**config.mk**
```make
export PLATFORM = sky130hd
export DESIGN_NAME = mem_access_ctrl
export DESIGN_NICKNAME = d
export VERILOG_FILES = /design/src/rtl/mem_access_ctrl_pkg.sv /design/src/rtl/mem_access_ctrl_timeout_ctr.sv /design/src/rtl/mem_access_ctrl.sv
export SDC_FILE = /design/constraint.sdc
export NUM_CORES = 1
export LEC_CHECK = 0
export BUFFER_PORTS_ARGS = -buffer_cell sky130_fd_sc_hd__buf_4
export CAP_MARGIN = 10
export CORE_AREA = 2 2 81 83
export CTS_BUF_LIST = sky130_fd_sc_hd__clkbuf_8 sky130_fd_sc_hd__clkbuf_16
export CTS_CLUSTER_DIAMETER = 200
export DETAILED_ROUTE_END_ITERATION = 7
export DIE_AREA = 0 0 83 85
export PLACE_DENSITY = 0.56
export SYNTH_ARGS = -nofsm -noshare
export SYNTH_HDL_FRONTEND = slang
export SYNTH_SLANG_ARGS = --single-unit
```
**constraint.sdc**
```tcl
create_clock -name clock -period 1.9 [get_ports clock]
set_input_delay 0.285 -clock clock [delete_from_list [all_inputs] [get_ports clock]]
set_output_delay 0.285 -clock clock [all_outputs]
set_load 0.005 [all_outputs]
```
**src/rtl/mem_access_ctrl_pkg.sv**
```systemverilog
// proc_pkg: shared types and default parameters for the memory access stage.
//   mac_state_t : access FSM states (IDLE, REQ, ABORT)
//   MAC_ADDR_W  : default address width
//   MAC_DATA_W  : default data width
//   MAC_TIMEOUT : default cycles allowed for mem_ack before abort
package proc_pkg;

    typedef enum logic [1:0] {
        IDLE  = 2'd0,
        REQ   = 2'd1,
        ABORT = 2'd2
    } mac_state_t;

    localparam int unsigned MAC_ADDR_W  = 8;
    localparam int unsigned MAC_DATA_W  = 8;
    localparam int unsigned MAC_TIMEOUT = 15;

endpackage

```
**src/rtl/mem_access_ctrl_timeout_ctr.sv**
```systemverilog
// mem_timeout_ctr: 8-bit wait counter for the memory access stage.
//   clock   : rising-edge clock
//   resetn  : asynchronous active-low reset
//   clr     : synchronous clear to 0 (has priority over en)
//   en      : increment by one
//   expired : count has reached TIMEOUT-1
module mem_timeout_ctr
    import proc_pkg::*;
#(
    parameter int unsigned TIMEOUT = MAC_TIMEOUT
) (
    input  logic clock,
    input  logic resetn,
    input  logic clr,
    input  logic en,
    output logic expired
);

    logic [7:0] count;

    always_ff @(posedge clock or negedge resetn) begin
        if (!resetn) begin
            count <= '0;
        end else if (clr) begin
            count <= '0;
        end else if (en) begin
            count <= count + 8'd1;
        end
    end

    assign expired = (count == 8'(TIMEOUT - 1));

endmodule

```
**src/rtl/mem_access_ctrl.sv**
```systemverilog
// mem_access_ctrl: converts level MemRead/MemWrite strobes from the multicycle
// control FSM into a req/ack handshake with variable-latency memory.
//   clock, resetn          : rising-edge clock, asynchronous active-low reset
//   MemRead, MemWrite      : level strobes from control FSM
//   AddrSel                : 1 selects pc_addr, 0 selects data_addr
//   pc_addr, data_addr     : candidate request addresses
//   wr_data                : store data
//   stall                  : freezes control FSM and datapath enables
//   rd_data                : read data to IR/MDR (bypassed in the ack cycle)
//   mem_req/we/addr/wdata  : request to memory, stable while mem_req=1
//   mem_ack, mem_rdata     : single-cycle completion and its read data
//   err                    : sticky timeout / illegal-strobe flag
// Optional build macro MEM_ACCESS_PERF_EN adds saturating 16-bit outputs
// perf_rd_cnt, perf_wr_cnt, perf_stall_cnt.
module mem_access_ctrl
    import proc_pkg::*;
#(
    parameter int unsigned ADDR_W  = MAC_ADDR_W,
    parameter int unsigned DATA_W  = MAC_DATA_W,
    parameter int unsigned TIMEOUT = MAC_TIMEOUT
) (
    input  logic              clock,
    input  logic              resetn,
    input  logic              MemRead,
    input  logic              MemWrite,
    input  logic              AddrSel,
    input  logic [ADDR_W-1:0] pc_addr,
    input  logic [ADDR_W-1:0] data_addr,
    input  logic [DATA_W-1:0] wr_data,
    output logic              stall,
    output logic [DATA_W-1:0] rd_data,
    output logic              mem_req,
    output logic              mem_we,
    output logic [ADDR_W-1:0] mem_addr,
    output logic [DATA_W-1:0] mem_wdata,
    input  logic              mem_ack,
    input  logic [DATA_W-1:0] mem_rdata,
    output logic              err
`ifdef MEM_ACCESS_PERF_EN
    ,
    output logic [15:0]       perf_rd_cnt,
    output logic [15:0]       perf_wr_cnt,
    output logic [15:0]       perf_stall_cnt
`endif
);

    mac_state_t        state, next_state;
    logic [DATA_W-1:0] rd_q;
    logic              one_strobe;
    logic              both_strobes;
    logic              expired;
    logic              ack_hit;

    assign one_strobe   = MemRead ^ MemWrite;
    assign both_strobes = MemRead & MemWrite;
    assign ack_hit      = (state == REQ) && mem_ack;

    mem_timeout_ctr #(
        .TIMEOUT (TIMEOUT)
    ) u_timer (
        .clock   (clock),
        .resetn  (resetn),
        .clr     (state != REQ),
        .en      (state == REQ),
        .expired (expired)
    );

    // State register
    always_ff @(posedge clock or negedge resetn) begin
        if (!resetn) begin
            state <= IDLE;
        end else begin
            state <= next_state;
        end
    end

    // Next-state logic
    always_comb begin
        next_state = state;
        unique case (state)
            IDLE:    if (one_strobe) next_state = REQ;
            REQ: begin
                if (mem_ack)      next_state = IDLE;
                else if (expired) next_state = ABORT;
            end
            ABORT:   next_state = IDLE;
            default: next_state = IDLE;
        endcase
    end

    // Outputs: stall is combinational so the control FSM freezes on the
    // strobe cycle itself and is released in the ack cycle.
    always_comb begin
        stall = 1'b0;
        unique case (state)
            IDLE:    stall = one_strobe;
            REQ:     stall = !mem_ack;
            default: stall = 1'b0;
        endcase
        rd_data = ack_hit ? mem_rdata : rd_q;
    end

    // Request registers, read capture and sticky error
    always_ff @(posedge clock or negedge resetn) begin
        if (!resetn) begin
            mem_req   <= 1'b0;
            mem_we    <= 1'b0;
            mem_addr  <= '0;
            mem_wdata <= '0;
            rd_q      <= '0;
            err       <= 1'b0;
        end else begin
            case (state)
                IDLE: begin
                    if (one_strobe) begin
                        mem_req   <= 1'b1;
                        mem_we    <= MemWrite;
                        mem_addr  <= AddrSel ? pc_addr : data_addr;
                        mem_wdata <= wr_data;
                    end else if (both_strobes) begin
                        err <= 1'b1;
                    end
                end
                REQ: begin
                    if (mem_ack) begin
                        mem_req <= 1'b0;
                        if (!mem_we) rd_q <= mem_rdata;
                    end else if (expired) begin
                        mem_req <= 1'b0;
                        err     <= 1'b1;
                    end
                end
                default: ;
            endcase
        end
    end

`ifdef MEM_ACCESS_PERF_EN
    always_ff @(posedge clock or negedge resetn) begin
        if (!resetn) begin
            perf_rd_cnt    <= '0;
            perf_wr_cnt    <= '0;
            perf_stall_cnt <= '0;
        end else begin
            if (ack_hit && !mem_we && perf_rd_cnt != '1)
                perf_rd_cnt <= perf_rd_cnt + 16'd1;
            if (ack_hit && mem_we && perf_wr_cnt != '1)
                perf_wr_cnt <= perf_wr_cnt + 16'd1;
            if (stall && perf_stall_cnt != '1)
                perf_stall_cnt <= perf_stall_cnt + 16'd1;
        end
    end
`endif

endmodule
```
## Word-level counts from Yosys, hierarchy flattened

Index checks and enable logic that the tools add are counted.

| storage, ports and cells | value |
|---|---|
| bits of input ports | 38 |
| output and inout bits | 28 |
| register bits | 37 |

| cells by class | value |
|---|---|
| bitwise gates (word level) | 3 |
| equal/unequal tests | 9 |
| multiplexer cells | 18 |
| reduce and logical (&&, ||, !) cells | 10 |
| add/subtract/negate cells | 1 |

Operators with widths:

| kind | count |
|---|---|
| $mux 8 | 4 |
| $ne 2x2->1 const B | 5 |
| $add 8x1->8 const B | 1 |
| $eq 8x4->1 const B | 1 |
| $mux 1 | 7 |
| $mux 2 | 3 |
| $pmux 1 s2 | 3 |
| $reduce_and 3->1 | 2 |
| $reduce_and 5->1 | 1 |
| $pmux 2 s2 | 1 |
| $reduce_and 2->1 | 2 |
| $reduce_bool 2->1 | 2 |
| $ne 3x3->1 const B | 1 |
| $eq 2x1->1 const B | 1 |
| $logic_not 2->1 | 1 |
| $ne 2x1->1 const B | 1 |
| $and 1x1->1 | 1 |
| $logic_and 1x1->1 | 1 |
| $logic_not 1->1 | 1 |
| $not 1->1 | 1 |
| $xor 1x1->1 | 1 |

## Depth between registers and ports, before layout

| logic depth | value |
|---|---|
| word-level depth | 4 |
| mapped depth | 5 |
| mapped depth without buffers | 5 |

## Cells and area by module

Synthesis repeated with hierarchy kept, for this count alone.

| unflattened totals | value |
|---|---|
| cells, all modules | 131 |
| area, all modules | 1806.7 sq um |

By module, submodules not included:

| module | area an instance (sq um) | seq. area each (sq um) | times used | cells each |
|---|---|---|---|---|
| mem_access_ctrl | 1380.1 | 725.7 | 1 | 89 |
| mem_timeout_ctr | 426.7 | 200.2 | 1 | 42 |

## Worst setup path before layout

OpenSTA, ideal clock, no wires.

| timing | value |
|---|---|
| path type | input to register |
| from | in MemRead |
| to | reg mem_wdata[5] |
| slack | 0.345 ns |
| stages on the path | 4 |
| path buffers | 1 |
| required time | 1.775 ns |
| data arrival time | 1.431 ns |
| cell sequence | ha_1 -> nor3b_4 -> buf_4 -> mux2_2 |

| on the way | value |
|---|---|
| word-level cells in the longest chain between the ends | 2 |

Ends and longest elaborated chain:

| item | RTL line | RTL |
|---|---|---|
| from (decl) | mem_access_ctrl.sv:24 | `input logic MemRead,` |
| $xor 1x1->1 | mem_access_ctrl.sv:54 | `assign one_strobe = MemRead ^ MemWrite;` |
| $reduce_and 2->1 (no source line) | n/a |  |
| to (signal assigned) | mem_access_ctrl.sv:119 | `mem_wdata <= wr_data;` |
| to (decl) | mem_access_ctrl.sv:35 | `output logic [DATA_W-1:0] mem_wdata,` |

Every way passes these cells.
A chain may end at the register's enable or synchronous reset.

## Final worst setup path

| timing | value |
|---|---|
| from | reg state[1] |
| to | out rd_data[5] |

| on the way | value |
|---|---|
| word-level cells in the longest chain between the ends | 3 |

Ends and longest elaborated chain:

| item | RTL line | RTL |
|---|---|---|
| from (decl) | mem_access_ctrl.sv:47 | `mac_state_t state, next_state;` |
| from (signal assigned) | mem_access_ctrl.sv:73 | `state <= next_state;` |
| $eq 2x1->1 | mem_access_ctrl.sv:56 | `assign ack_hit = (state == REQ) && mem_ack;` |
| $logic_and 1x1->1 | mem_access_ctrl.sv:56 |  |
| $mux 8 | mem_access_ctrl.sv:100 | `rd_data = ack_hit ? mem_rdata : rd_q;` |
| to (decl) | mem_access_ctrl.sv:31 | `output logic [DATA_W-1:0] rd_data,` |

Every way passes these cells.

==> out/summary.md <==
sky130_fd_sc_hd__dfrtp_1 takes more of the synthesized area than any other cell. In the final design database the tool counted 247 nets. The clock network burns 21.0% of the power. The post-route netlist has 51.2% of its cells at a drive strength greater than 1.

The detailed-route wire length per cell was 12.2 um; the clock-pin slew of the registers on the worst-case setup and hold paths was 80 ps. In this run the deepest clock path goes through 2 buffers. Counting I/O delays and the setup requirement, the final critical path takes 1790 ps. After synthesis, the largest family of logic cells by area is multiplexers.

The number of antenna repair diodes was 0; the cell area after synthesis was 1700 um2. Hold violation count in the final report: 0. For this run, design rule violations remaining after detail routing come to 0. Summing the areas of all compound-gate instances in the mapped netlist gives 6.18% of the synthesized area. Placed instance count: 275. At the later pin of the worst-skew pair, clock insertion delay measures 280 ps.

Yosys printed 0 warnings. The tools report the final setup violation count as 0. The power per unit of standard cell area works out to 1120 nW/um2.

The synthesized netlist devotes 1.55% of its cell area to XOR and XNOR gates. The startpoint type of the worst setup path is a flop. VDD sags by at most 0.444 mV. In this run the worst path has a maximum fanout of 9. The transition time of the tightest slew-check pin was 467 ps. The post-route antenna net violation count is 0.

Of all flip-flops after synthesis, the portion carrying an async set or reset was 100%. The core area was 6200 um2. Ranked by total cell area, the synthesized netlist is headed by sky130_fd_sc_hd__dfrtp_1, sky130_fd_sc_hd__mux2_2, sky130_fd_sc_hd__mux2i_1. The number of register bits inferred by synthesis was 37. Proportion of total power due to net switching: 28.1%. The initial utilization of the core area, before any placement, comes to 27.4%.

The number of antenna violations at the first check in global routing is 0. The classification of the worst setup path was flop to primary output. Cell internal power was estimated by the tool at 1.93 mW. For the remaining global-route overflow, the log shows 0.

The run gives 5 as the CTS buffer count. Routability-driven placement finished with a final weighted congestion of 0.720. STA puts the critical path data arrival time at 1500 ps. Before CTS, the worst setup slack after placement is 294 ps. Register area share after synthesis: 54.5%. The path class of the tightest hold or removal check is input pin to flop. The tools report the data required time at the worst endpoint as 1620 ps.

The H-tree level count is 2. The largest individual stage delay along the critical path comes from the cell sky130_fd_sc_hd__dfrtp_1. Of the total synthesized cell area, the portion taken by AND, OR, NAND and NOR gates is 12.5%.

Number of cells in the finished layout apart from fillers: 284. The run gives 176 as the number of nets produced by synthesis. Setup repair after global routing left no endpoint under its margin. The critical path goes through nand3b_1 > buf_6 > mux2_2 > buf_4.

The run gives 135 as the gate count after technology mapping. For the reported net switching power, the log shows 0.758 mW. The maximum clock frequency came out at 560 MHz. The tool flagged a number of max-cap violations equal to 0. The count of clock tree sinks is 37, and the maximum clock skew at final layout is 6.46 ps. The first global-routing pass estimated 6.20 mm of wire. The number of global-route vias before repair is 1291. The number of distinct library cells after synthesis was 29. The run finished with clean final reports.

The cell family contributing the most delay on the critical path is flip-flops. The area overhead of the layout relative to synthesis was 41.3%. The run gives 38 as the pin count of the biggest net entering global routing. The synthesized-area fraction occupied by adder cells was 2.21%; the total global-route track usage was 10.8%. Across all layers, the routed design uses 1261 vias. Measured against the total synthesized area, the mux share comes to 21.3%.

Each instance of the synthesized netlist takes up on average 12.6 um2. The synthesized design devotes to its leading area cell type 54.5% of total area. The via density per instance is 4.44. The tools report the number of DRC markers after the initial detailed-route iteration as 30.

The tools report the detailed-routing iteration count for the pre-antenna-repair pass as 4. The logs give 113 ps for the worst setup margin and 2.58 mm for the sum of net half-perimeters after detailed placement. Summed over all layers, the routed wires come to 3.46 mm.

Measured against its own limit, the worst slew margin works out to 68.9%. In the post-synthesis netlist, the cell with the most instances is sky130_fd_sc_hd__dfrtp_1. During I/O placement, the number of pins put on the boundary was 66. The count of pins over their slew limit was 0. The row count was 29. Per report_power, the combinational group accounts for 35.0% of the total. Setup total negative slack on the finished layout was measured at 0 ps. Sequential cells account for 43.9% of the total power. The synthesized design contains 0 enable-type register cells.

Number of buffers and inverters on the critical path: 2. Measured along the x axis, the die boundary spans 83 um. TritonCTS built the clock tree.

The die is 85 um tall. The share of the clock period used by the worst path after layout was 94.0%; the number of buffer cells added on primary ports was 65. The commonest cells after synthesis are sky130_fd_sc_hd__dfrtp_1, sky130_fd_sc_hd__mux2_2, sky130_fd_sc_hd__nor2_1, sky130_fd_sc_hd__a21oi_1, sky130_fd_sc_hd__mux2i_1.

The run gives 1.11 nW as the reported leakage power. The library cell used as clock root buffer was sky130_fd_sc_hd__clkbuf_8. The most frequently used flop master after synthesis is sky130_fd_sc_hd__dfrtp_1. In this design, the stage delay of the slowest critical-path cell is 410 ps.

Full die area: 7060 um2. The tools report the capturing element type of the critical path as a primary output.
==> layout by cell type (no fill, tap or decap), types with 2 or more instances in the layout <==
master,n
sky130_fd_sc_hd__buf_4,66
sky130_fd_sc_hd__nor2_1,15
sky130_fd_sc_hd__nand2_1,2
sky130_fd_sc_hd__xor2_1,2
sky130_fd_sc_hd__or3_1,2
sky130_fd_sc_hd__o21ai_0,4
sky130_fd_sc_hd__mux2i_1,8
sky130_fd_sc_hd__nand3_1,4
sky130_fd_sc_hd__mux2_2,25
sky130_fd_sc_hd__nand2b_1,2
sky130_fd_sc_hd__dfrtp_1,37
sky130_fd_sc_hd__a21oi_1,12
sky130_fd_sc_hd__o31ai_1,2
sky130_fd_sc_hd__clkbuf_8,6
sky130_fd_sc_hd__ha_1,3
==> state kept, by name, indices dropped and copies added, names as in the netlist <==
register       flops
state              2
mem_we             1
mem_wdata          8
rd_q               8
mem_req            1
u_timer.count      8
mem_addr           8
err                1
==> final timing paths <==
path                             startpoint          endpoint  slack (ps)  cells after the start
setup / recovery                   state[1]        rd_data[5]         110                      4
hold reg to reg                         err               err         500                      1
hold / removal                   wr_data[0]      mem_wdata[0]         230                      2
max in group asynchronous            resetn  u_timer.count[2]        1070                      2
setup reg to reg           u_timer.count[0]               err         360                      5
min in group asynchronous            resetn      mem_wdata[3]         490                      2
==> kinds of logic after synthesis <==
group	Yosys count
fa+ha+maj	3
simple gates	34
xor+xnor	3
buf+inv	6
flops	37
mux	33
compound gates	19
==> repair_timing <==
action / in CTS / in global routing
endpoints found under the hold margin: 37 / 0
setup buffers: 0 / 0
setup endpoints to repair: 0 / 3
hold buffers: 1 / 0
gates resized for setup: 0 / 1
==> area by class of cell <==
type | count | area (um2)
Fill cell | 634 | 3800
Multi-Input combinational cell | 92 | 743
Sequential cell | 37 | 926
Clock buffer | 6 | 82.6
Inverter | 1 | 3.75
Clock inverter | 2 | 13.8
Timing Repair Buffer | 69 | 537
Tap cell | 77 | 96.3
==> routing by layer <==
layer / track usage, % / wire (um)
met1: 14.4 / 1610
met2: 17.0 / 1640
met3: 3.79 / 198
met4: 2.68 / 12
met5: 0 / 0
==> power by group through the flow <==
stage,registers [mW],logic [mW],clock network (mW)
after global routing,1.22,1.04,0.639
after CTS,1.18,0.966,0.598
after detailed placement,1.20,0.960,0
after floorplan,1.19,0.454,0
after global placement,1.19,0.953,0
final,1.18,0.943,0.567
==> worst reg2reg max path, stage by stage, from the launching register on <==
cell and delay, ps:
sky130_fd_sc_hd__dfrtp_1 430, sky130_fd_sc_hd__inv_1 80, sky130_fd_sc_hd__ha_1 130, sky130_fd_sc_hd__or4b_4 460, sky130_fd_sc_hd__nor3_4 190, sky130_fd_sc_hd__a221o_1 190
==> per-stage QoR <==
stage | hold WS (ps) | cell area, um2 | utilization (%) | total power, mW
floorplan | -10.6 | 1700 | - | 1.64
global placement | 282 | 2290 | 36.9 | 2.14
detailed placement | 283 | 2290 | 36.9 | 2.16
CTS | 218 | 2400 | 38.7 | 2.75
global route | 210 | 2400 | 38.7 | 2.90
finish | 228 | 2400 | 38.7 | 2.69
No activity file was read; power rests on OpenSTA's default activity.
